`src/rtl/grf_pkg.sv`:
```
// Shared definitions for the general register file and the write-back
// selection logic that feeds it (link instructions target REG_RA).
package grf_pkg;

    localparam int GRF_DATA_W = 32;
    localparam int GRF_ADDR_W = 5;

    // Architectural register indices with fixed meaning
    localparam int REG_ZERO = 0;
    localparam int REG_RA   = 31;

    // Where a read port takes its value from in a given cycle
    typedef enum logic [1:0] {
        SRC_ZERO   = 2'd0,
        SRC_BYPASS = 2'd1,
        SRC_STORE  = 2'd2
    } rd_src_e;

endpackage

```
`src/rtl/grf_if.sv`:
```
// Register-file bus: write-back port, two decode read ports and the
// write-trace record. The write-back/decode side uses master, the
// register file uses slave.
interface grf_if
    import grf_pkg::*;
#(
    parameter int DATA_W = GRF_DATA_W,
    parameter int ADDR_W = GRF_ADDR_W
);
    logic              we;
    logic [ADDR_W-1:0] wa;
    logic [DATA_W-1:0] wd;
    logic [31:0]       wpc;
    logic [ADDR_W-1:0] ra1;
    logic [ADDR_W-1:0] ra2;
    logic [DATA_W-1:0] rd1;
    logic [DATA_W-1:0] rd2;
    logic              trace_valid;
    logic [31:0]       trace_pc;
    logic [ADDR_W-1:0] trace_addr;
    logic [DATA_W-1:0] trace_data;

    modport master (
        output we, wa, wd, wpc, ra1, ra2,
        input  rd1, rd2, trace_valid, trace_pc, trace_addr, trace_data
    );

    modport slave (
        input  we, wa, wd, wpc, ra1, ra2,
        output rd1, rd2, trace_valid, trace_pc, trace_addr, trace_data
    );
endinterface

```
`src/rtl/grf_read_port.sv`:
```
// One combinational read port: $0 and reset force zero, an in-flight
// write to the same index is forwarded when BYPASS is enabled, otherwise
// the stored value is returned.
module grf_read_port
    import grf_pkg::*;
#(
    parameter int DATA_W = GRF_DATA_W,
    parameter int ADDR_W = GRF_ADDR_W,
    parameter int BYPASS = 1
) (
    input  logic              i_en,
    input  logic [ADDR_W-1:0] i_ra,
    input  logic [DATA_W-1:0] i_regs [1:(1<<ADDR_W)-1],
    input  logic              i_we,
    input  logic [ADDR_W-1:0] i_wa,
    input  logic [DATA_W-1:0] i_wd,
    output logic [DATA_W-1:0] o_rd
);

    rd_src_e w_src;

    // Pick the data source; reset and $0 take priority over the bypass
    always_comb begin
        w_src = SRC_STORE;
        if (!i_en || (i_ra == ADDR_W'(REG_ZERO))) begin
            w_src = SRC_ZERO;
        end else if ((BYPASS != 0) && i_we && (i_wa == i_ra)) begin
            w_src = SRC_BYPASS;
        end
    end

    // Drive the read data from the selected source
    always_comb begin
        o_rd = '0;
        case (w_src)
            SRC_BYPASS: o_rd = i_wd;
            SRC_STORE:  o_rd = i_regs[i_ra];
            default:    o_rd = '0;
        endcase
    end

endmodule

```
`src/rtl/grf.sv`:
```
// General register file for the single-cycle MIPS datapath: 31 writable
// registers plus hardwired $0, two combinational read ports and a
// one-cycle registered trace record of every write-enabled cycle.
module grf
    import grf_pkg::*;
#(
    parameter int DATA_W = GRF_DATA_W,
    parameter int ADDR_W = GRF_ADDR_W,
    parameter int BYPASS = 1
) (
    input  logic  clk,
    input  logic  reset,
    grf_if.slave  bus
);

    localparam int NREG = 1 << ADDR_W;

    // Storage starts at index 1; $0 has no flops behind it
    logic [DATA_W-1:0] r_regs [1:NREG-1];

    logic              w_wr_acc;
    logic [DATA_W-1:0] w_trace_data;
    logic [DATA_W-1:0] w_rd1;
    logic [DATA_W-1:0] w_rd2;

    logic              r_trace_vld_p1;
    logic [31:0]       r_trace_pc_p1;
    logic [ADDR_W-1:0] r_trace_addr_p1;
    logic [DATA_W-1:0] r_trace_data_p1;

    assign w_wr_acc     = bus.we && (bus.wa != ADDR_W'(REG_ZERO));
    assign w_trace_data = (bus.wa == ADDR_W'(REG_ZERO)) ? '0 : bus.wd;

    // Register array update; reset clears every stored register at once
    always_ff @(posedge clk or negedge reset) begin
        if (!reset) begin
            for (int i = 1; i < NREG; i++) begin
                r_regs[i] <= '0;
            end
        end else if (w_wr_acc) begin
            r_regs[bus.wa] <= bus.wd;
        end
    end

    // ---- stage p0 -> p1: trace record of the write accepted on this edge
    // Fields only load on write-enabled cycles so they hold between writes
    always_ff @(posedge clk or negedge reset) begin
        if (!reset) begin
            r_trace_vld_p1  <= 1'b0;
            r_trace_pc_p1   <= '0;
            r_trace_addr_p1 <= '0;
            r_trace_data_p1 <= '0;
        end else begin
            r_trace_vld_p1 <= bus.we;
            if (bus.we) begin
                r_trace_pc_p1   <= bus.wpc;
                r_trace_addr_p1 <= bus.wa;
                r_trace_data_p1 <= w_trace_data;
            end
        end
    end

    grf_read_port #(
        .DATA_W (DATA_W),
        .ADDR_W (ADDR_W),
        .BYPASS (BYPASS)
    ) u_rp1 (
        .i_en   (reset),
        .i_ra   (bus.ra1),
        .i_regs (r_regs),
        .i_we   (bus.we),
        .i_wa   (bus.wa),
        .i_wd   (bus.wd),
        .o_rd   (w_rd1)
    );

    grf_read_port #(
        .DATA_W (DATA_W),
        .ADDR_W (ADDR_W),
        .BYPASS (BYPASS)
    ) u_rp2 (
        .i_en   (reset),
        .i_ra   (bus.ra2),
        .i_regs (r_regs),
        .i_we   (bus.we),
        .i_wa   (bus.wa),
        .i_wd   (bus.wd),
        .o_rd   (w_rd2)
    );

    assign bus.rd1         = w_rd1;
    assign bus.rd2         = w_rd2;
    assign bus.trace_valid = r_trace_vld_p1;
    assign bus.trace_pc    = r_trace_pc_p1;
    assign bus.trace_addr  = r_trace_addr_p1;
    assign bus.trace_data  = r_trace_data_p1;

endmodule
```
`src/flat_wrapper.sv`:
```
// flat-port wrapper written by rule: the top's interface ports become plain ports
module grf_flat import grf_pkg::*;
#(
    parameter int DATA_W = GRF_DATA_W,
    parameter int ADDR_W = GRF_ADDR_W,
    parameter int BYPASS = 1
)
  (clk, reset, bus_we, bus_wa, bus_wd, bus_wpc, bus_ra1, bus_ra2, bus_rd1, bus_rd2, bus_trace_valid, bus_trace_pc, bus_trace_addr, bus_trace_data);
  grf_if #(.DATA_W(DATA_W), .ADDR_W(ADDR_W)) bus_i ();
  input  logic clk;
  input  logic reset;
  input wire logic [$bits(bus_i.we)-1:0] bus_we;
  input wire logic [$bits(bus_i.wa)-1:0] bus_wa;
  input wire logic [$bits(bus_i.wd)-1:0] bus_wd;
  input wire logic [$bits(bus_i.wpc)-1:0] bus_wpc;
  input wire logic [$bits(bus_i.ra1)-1:0] bus_ra1;
  input wire logic [$bits(bus_i.ra2)-1:0] bus_ra2;
  output wire logic [$bits(bus_i.rd1)-1:0] bus_rd1;
  output wire logic [$bits(bus_i.rd2)-1:0] bus_rd2;
  output wire logic [$bits(bus_i.trace_valid)-1:0] bus_trace_valid;
  output wire logic [$bits(bus_i.trace_pc)-1:0] bus_trace_pc;
  output wire logic [$bits(bus_i.trace_addr)-1:0] bus_trace_addr;
  output wire logic [$bits(bus_i.trace_data)-1:0] bus_trace_data;
  assign bus_i.we = bus_we;
  assign bus_i.wa = bus_wa;
  assign bus_i.wd = bus_wd;
  assign bus_i.wpc = bus_wpc;
  assign bus_i.ra1 = bus_ra1;
  assign bus_i.ra2 = bus_ra2;
  assign bus_rd1 = bus_i.rd1;
  assign bus_rd2 = bus_i.rd2;
  assign bus_trace_valid = bus_i.trace_valid;
  assign bus_trace_pc = bus_i.trace_pc;
  assign bus_trace_addr = bus_i.trace_addr;
  assign bus_trace_data = bus_i.trace_data;
  grf #(.DATA_W(DATA_W), .ADDR_W(ADDR_W), .BYPASS(BYPASS)) u_core (.clk(clk), .reset(reset), .bus(bus_i));
endmodule
```
`config.mk`:
```
export PLATFORM = sky130hd
export DESIGN_NAME = grf_flat
export DESIGN_NICKNAME = d
export VERILOG_FILES = /design/src/rtl/grf_pkg.sv /design/src/rtl/grf_if.sv /design/src/rtl/grf_read_port.sv /design/src/rtl/grf.sv /design/src/flat_wrapper.sv
export SDC_FILE = /design/constraint.sdc
export NUM_CORES = 2
export LEC_CHECK = 0
export CORE_UTILIZATION = 45
export CTS_BUF_LIST = sky130_fd_sc_hd__clkbuf_4 sky130_fd_sc_hd__clkbuf_8 sky130_fd_sc_hd__clkbuf_16
export DETAILED_ROUTE_END_ITERATION = 7
export DONT_BUFFER_PORTS = 1
export PLACE_DENSITY = 0.69
export SLEW_MARGIN = 20
export SYNTH_ARGS = -nofsm -noshare
export SYNTH_HDL_FRONTEND = slang
export SYNTH_SLANG_ARGS = --single-unit
```
`constraint.sdc`:
```
create_clock -name clk -period 3 [get_ports clk]
set_input_delay 0.6 -clock clk [delete_from_list [all_inputs] [get_ports clk]]
set_output_delay 0.6 -clock clk [all_outputs]
set_load 0.01 [all_outputs]
```
-- Yosys cells after proc, flatten, opt, wreduce, memory -nomap -nowiden
Index checks and enable logic that the tools add are counted.
- $lt $le $gt $ge: 4
- equality and inequality tests: 6
- muxes and demuxes: 16
- bitwise gates (word level): 3
- reductions and logical operators: 11
- operators with widths (operator ; count):
    992-bit bitwise mux ; 1
    32-bit binary-select mux with 5-bit select ; 2
    32-bit two-way mux ; 6
    32-bit demux with 5-bit select ; 1
    32-bit one-hot mux with 2 select lines ; 2
    6-bit >= comparator, second input constant ; 3
    5-bit inverter with 6-bit output ; 3
    5-bit zero test ; 3
    5-bit == test ; 2
    2-bit two-way mux ; 4
    6-bit by 1-bit < comparator with 1-bit output, second input constant ; 1
    5-bit nonzero test ; 1
    2-bit by 1-bit == test with 1-bit output, second input constant ; 2
    2-bit == test, second input constant ; 2
    1-bit logical AND ; 4
    1-bit logical OR ; 2
    1-bit zero test ; 1
- flip-flop bits (word level): 1062
- bits of input ports: 82
- output and inout port bits: 134
- word-level logic and storage cells: 75

-- Depth between registers and ports, before layout
- depth in word-level cells: 6
- depth in mapped cells: 10
- gate-level depth less buffers: 5

-- By module
From an unflattened synthesis, not the netlist that was laid out.
- cells, all modules: 3828
- area total of the unflattened synthesis: 56915.8 sq um
- by module, submodules not included (module ; times used ; cells an instance ; area each (sq um) ; seq. area each (sq um)):
    grf ; 1 ; 2376 ; 39806.9 ; 26575.5
    grf_read_port ; 2 ; 726 ; 8554.5 ; 0.0

-- Worst setup path after synthesis
Ideal clock, no wire load.
- path kind: input to output
- start point: input bus_ra1[0]
- end point: output bus_rd1[28]
- data arrival time: 2.236 ns
- required time: 2.400 ns
- slack: 0.164 ns
- stages: 8
- buffers on the path: 3
- cell sequence: buf_6 -> buf_2 -> buf_2 -> mux4_2 -> mux2i_1 -> nor2_1 -> o211ai_1 -> nand3_1
- longest elaborated chain between the ends: 6
- elaborated cells between the ends (all ways): 13
- those cells by class: eq/ne (3); mux (6); bitwise (1); reduce/logical (3)
- ends and longest elaborated chain (element ; RTL line ; text):
    start: declaration ; flat_wrapper.sv:16 ; input wire logic [$bits(bus_i.ra1)-1:0] bus_ra1;
    branches (longest 5 deep; another with 32-bit binary-select mux with 5-bit select) ; - ;
    32-bit one-hot mux with 2 select lines * ; grf_read_port.sv:35 ; case (w_src)
    end: declaration ; flat_wrapper.sv:18 ; output wire logic [$bits(bus_i.rd1)-1:0] bus_rd1;
Every way passes the cells marked *. The select of a mux whose other input is x is not followed.

-- Worst setup path after layout
- start point: input bus_ra1[0]
- end point: output bus_rd1[15]
Same word-level chain as after synthesis.

==> impl_metrics.json <==
{
  "status": "finished, violations left",
  "failed_checks": "slew limit, setup timing",
  "cts_tree": "yes",
  "numCtsBuffers": 115,
  "drt_pass1_iterations": 5,
  "min_from": "bus_wd[5]",
  "arrival_ps": 3260,
  "dpl_worst_slack_ps": -2140,
  "gp_congestion": 0.893,
  "cts-root-buf": "clkbuf_16",
  "overflow": 0,
  "grt_pass1_wl_mm": 286,
  "path_cells": "mux4_2 > a221oi_2 > o21ai_1 > buf_4 > a22o_4 > buf_6",
  "clk_latency_ps": 710,
  "ys_seq_area_frac": 0.470,
  "period_share": 1.29,
  "grt_pass1_vias": 39400,
  "cpPeakStageDelay_ps": 1030,
  "ir_drop_mv": 0.463,
  "finClkSkew_ps": 0,
  "final_cell_mix": "1092 x mux2_2, 1062 x dfrtp_1, 365 x mux4_2",
  "ant_nets": 0,
  "syn_inst": 4007,
  "antenna_found_initial": 3,
  "fin_crit_ps": 3860,
  "grt.total_usage": 0.309,
  "clockBufferDepth": 3,
  "critPathLaunch": "bus_ra1[0]",
  "crit-reg2reg-launch": "u_core.r_regs[1]",
  "timing_worst_setup_path_type": "input pin to output port",
  "slew_headroom": -0.0719,
  "drv_cap": 0,
  "cp_max_fo": 315,
  "ys_types": 67,
  "timing.fmax_mhz": 259,
  "slowest_stage": "mux4_2",
  "cp-start-kind": "input pin",
  "cts.sinks": 1062,
  "nets": 4142,
  "async_flop_share": 1.00,
  "die_h_um": 356,
  "crit_family": "multiplexers",
  "rsz0062_at_grt": "true",
  "hold_viol": 0,
  "coreArea_um2": 124000,
  "yosys_warnings": 0,
  "syn-cell-area_um2": 56500,
  "seq_area_um2": 26600,
  "avgSynthCellArea_um2": 14.1,
  "dieArea_um2": 127000,
  "placed_cells": 5466,
  "synth_nets": 4089,
  "hp-class": "input pin to flip-flop",
  "setup_violations": 64,
  "cp_num_buf_inv": 2,
  "synth-edff-count": 0,
  "worstPathRequired_ps": 2400,
  "setup_ws_ps": -857,
  "io_pins": 216,
  "max_slew.worst_pin.slew_ps": 1610,
  "vias_per_cell": 6.85,
  "setup.worst_path.end_class": "output port",
  "place_hpwl_mm": 116,
  "p_leak_nw": 28.5,
  "multi_input_area_um2": 28800,
  "area_growth_syn_to_layout_pct": 16.6,
  "io_buffers": 0,
  "maxSlewViolCount": 76,
  "drive_above_1_share": 0.522,
  "h-tree-depth": 3,
  "wl_mm": 198,
  "clk_pin_slew_ps": 60,
  "layout.cells.non_filler": 5786,
  "grt_max_degree": 316,
  "power_density_nw_per_um2": 646,
  "synth-seq-cells": 1062,
  "wl_per_cell_um": 34.3,
  "fp.dieW_um": 356,
  "num_vias": 39600,
  "drt-initial-drc-count": 4532,
  "synth-main-ff-cell": "dfrtp_1",
  "route.detailed.drc": 0,
  "start_util": 0.455,
  "fp-row-count": 129,
  "nFillCells": 10100,
  "final_common_cell": "mux2_2"
}
## path summary, 6_finish.rpt
check | cells after the start | end | slack [ps]
max reg2reg | 3 | u_core.r_regs[1] | 2020
min reg2reg | 1 | u_core.r_regs[359] | 510
min in group asynchronous | 3 | u_core.r_regs[470] | 50
max | 6 | bus_rd1[15] | -860
max in group asynchronous | 6 | u_core.r_regs[365] | 1210
min | 2 | u_core.bus.trace_data[5] | 30
## sequential cells by signal, summed over array words and instances (netlist names)
| register | count |
|---|---|
| u_core.bus.trace_pc | 32 |
| u_core.bus.trace_valid | 1 |
| u_core.bus.trace_addr | 5 |
| u_core.r_regs | 992 |
| u_core.bus.trace_data | 32 |
## cells in the mapped netlist (25+ instances only)
| cell | n | area, µm² |
|---|---|---|
| a221oi_1 | 71 | 622 |
| a22o_1 | 44 | 385 |
| a22oi_1 | 71 | 533 |
| buf_1 | 43 | 161 |
| buf_2 | 150 | 751 |
| buf_4 | 32 | 240 |
| clkbuf_1 | 191 | 717 |
| dfrtp_1 | 1062 | 26600 |
| inv_1 | 38 | 143 |
| mux2_2 | 1093 | 12300 |
| mux2i_1 | 175 | 1750 |
| mux4_2 | 365 | 8220 |
| nand2_1 | 118 | 443 |
| nand3_1 | 38 | 190 |
| nor2_1 | 75 | 282 |
| nor2b_1 | 26 | 163 |
| nor3_1 | 27 | 135 |
| o211ai_1 | 42 | 315 |
| o21ai_0 | 83 | 415 |
| o22ai_1 | 43 | 269 |
| o311a_1 | 25 | 250 |
## cell families (layout without fill, tap and decap cells)
kind of cell              count (synthesis)  after routing  synth area share
muxes                                  1651           1651             0.398
DFF                                    1062           1062             0.470
other                                     0              4                 0
buffers and inverters                   472            610            0.0391
and+or+nand+nor                         328            328            0.0270
xor gates and xnor gates                 10             10           0.00155
AOI/OAI and AO/OA                       484            484            0.0645
## cell type report
| class | instances | area share |
|---|---|---|
| Inverter | 41 | 0.00239 |
| Sequential cell | 1062 | 0.403 |
| Timing Repair Buffer | 367 | 0.0664 |
| Antenna cell | 4 | 0.000152 |
| Multi-Input combinational cell | 2473 | 0.437 |
| Tap cell | 1637 | 0.0311 |
| Clock inverter | 36 | 0.00712 |
| Clock buffer | 166 | 0.0530 |
## power breakdown
group	total [W]	switching [W]	internal, W	leakage, nW
combinational	0.00842	0.00318	0.00524	13.0
clock	0.0150	0.00605	0.00896	1.99
sequential	0.0192	0.00211	0.0171	13.5
## layer usage
layer | vias to the layer above | part of all wire | track usage
li1 | 15500 | - | -
met1 | 21100 | 0.38 | 0.409
met2 | 2426 | 0.45 | 0.458
met3 | 560 | 0.11 | 0.101
met4 | 2 | 0.056 | 0.150
met5 | - | 0.000055 | 0
## timing repair
item / 4_1_cts / 5_1_grt
gates resized for setup: 137 / 88
hold buffers: 59 / 0
pin swaps: 72 / 59
cloned: 13 / 3
endpoints found under the setup margin: 64 / 62
buffers inserted: 41 / 10
endpoints found under the hold margin: 243 / 0
## per-stage QoR
stage / power, W / cell area, µm² / utilization / setup TNS, ps / hold slack [ps]
finish: 0.0426 / 65900 / 0.531 / -30030 / 25.6
global route: 0.0440 / 65900 / 0.531 / -8740 / 10.4
CTS: 0.0424 / 65300 / 0.526 / -1820 / 0.161
detailed placement: 0.0269 / 59500 / 0.479 / -242060 / 307
global placement: 0.0266 / 59400 / 0.479 / -337850 / 307
floorplan: 0.0248 / 56500 / - / 0 / 304
No activity file was read; power rests on OpenSTA's default activity.
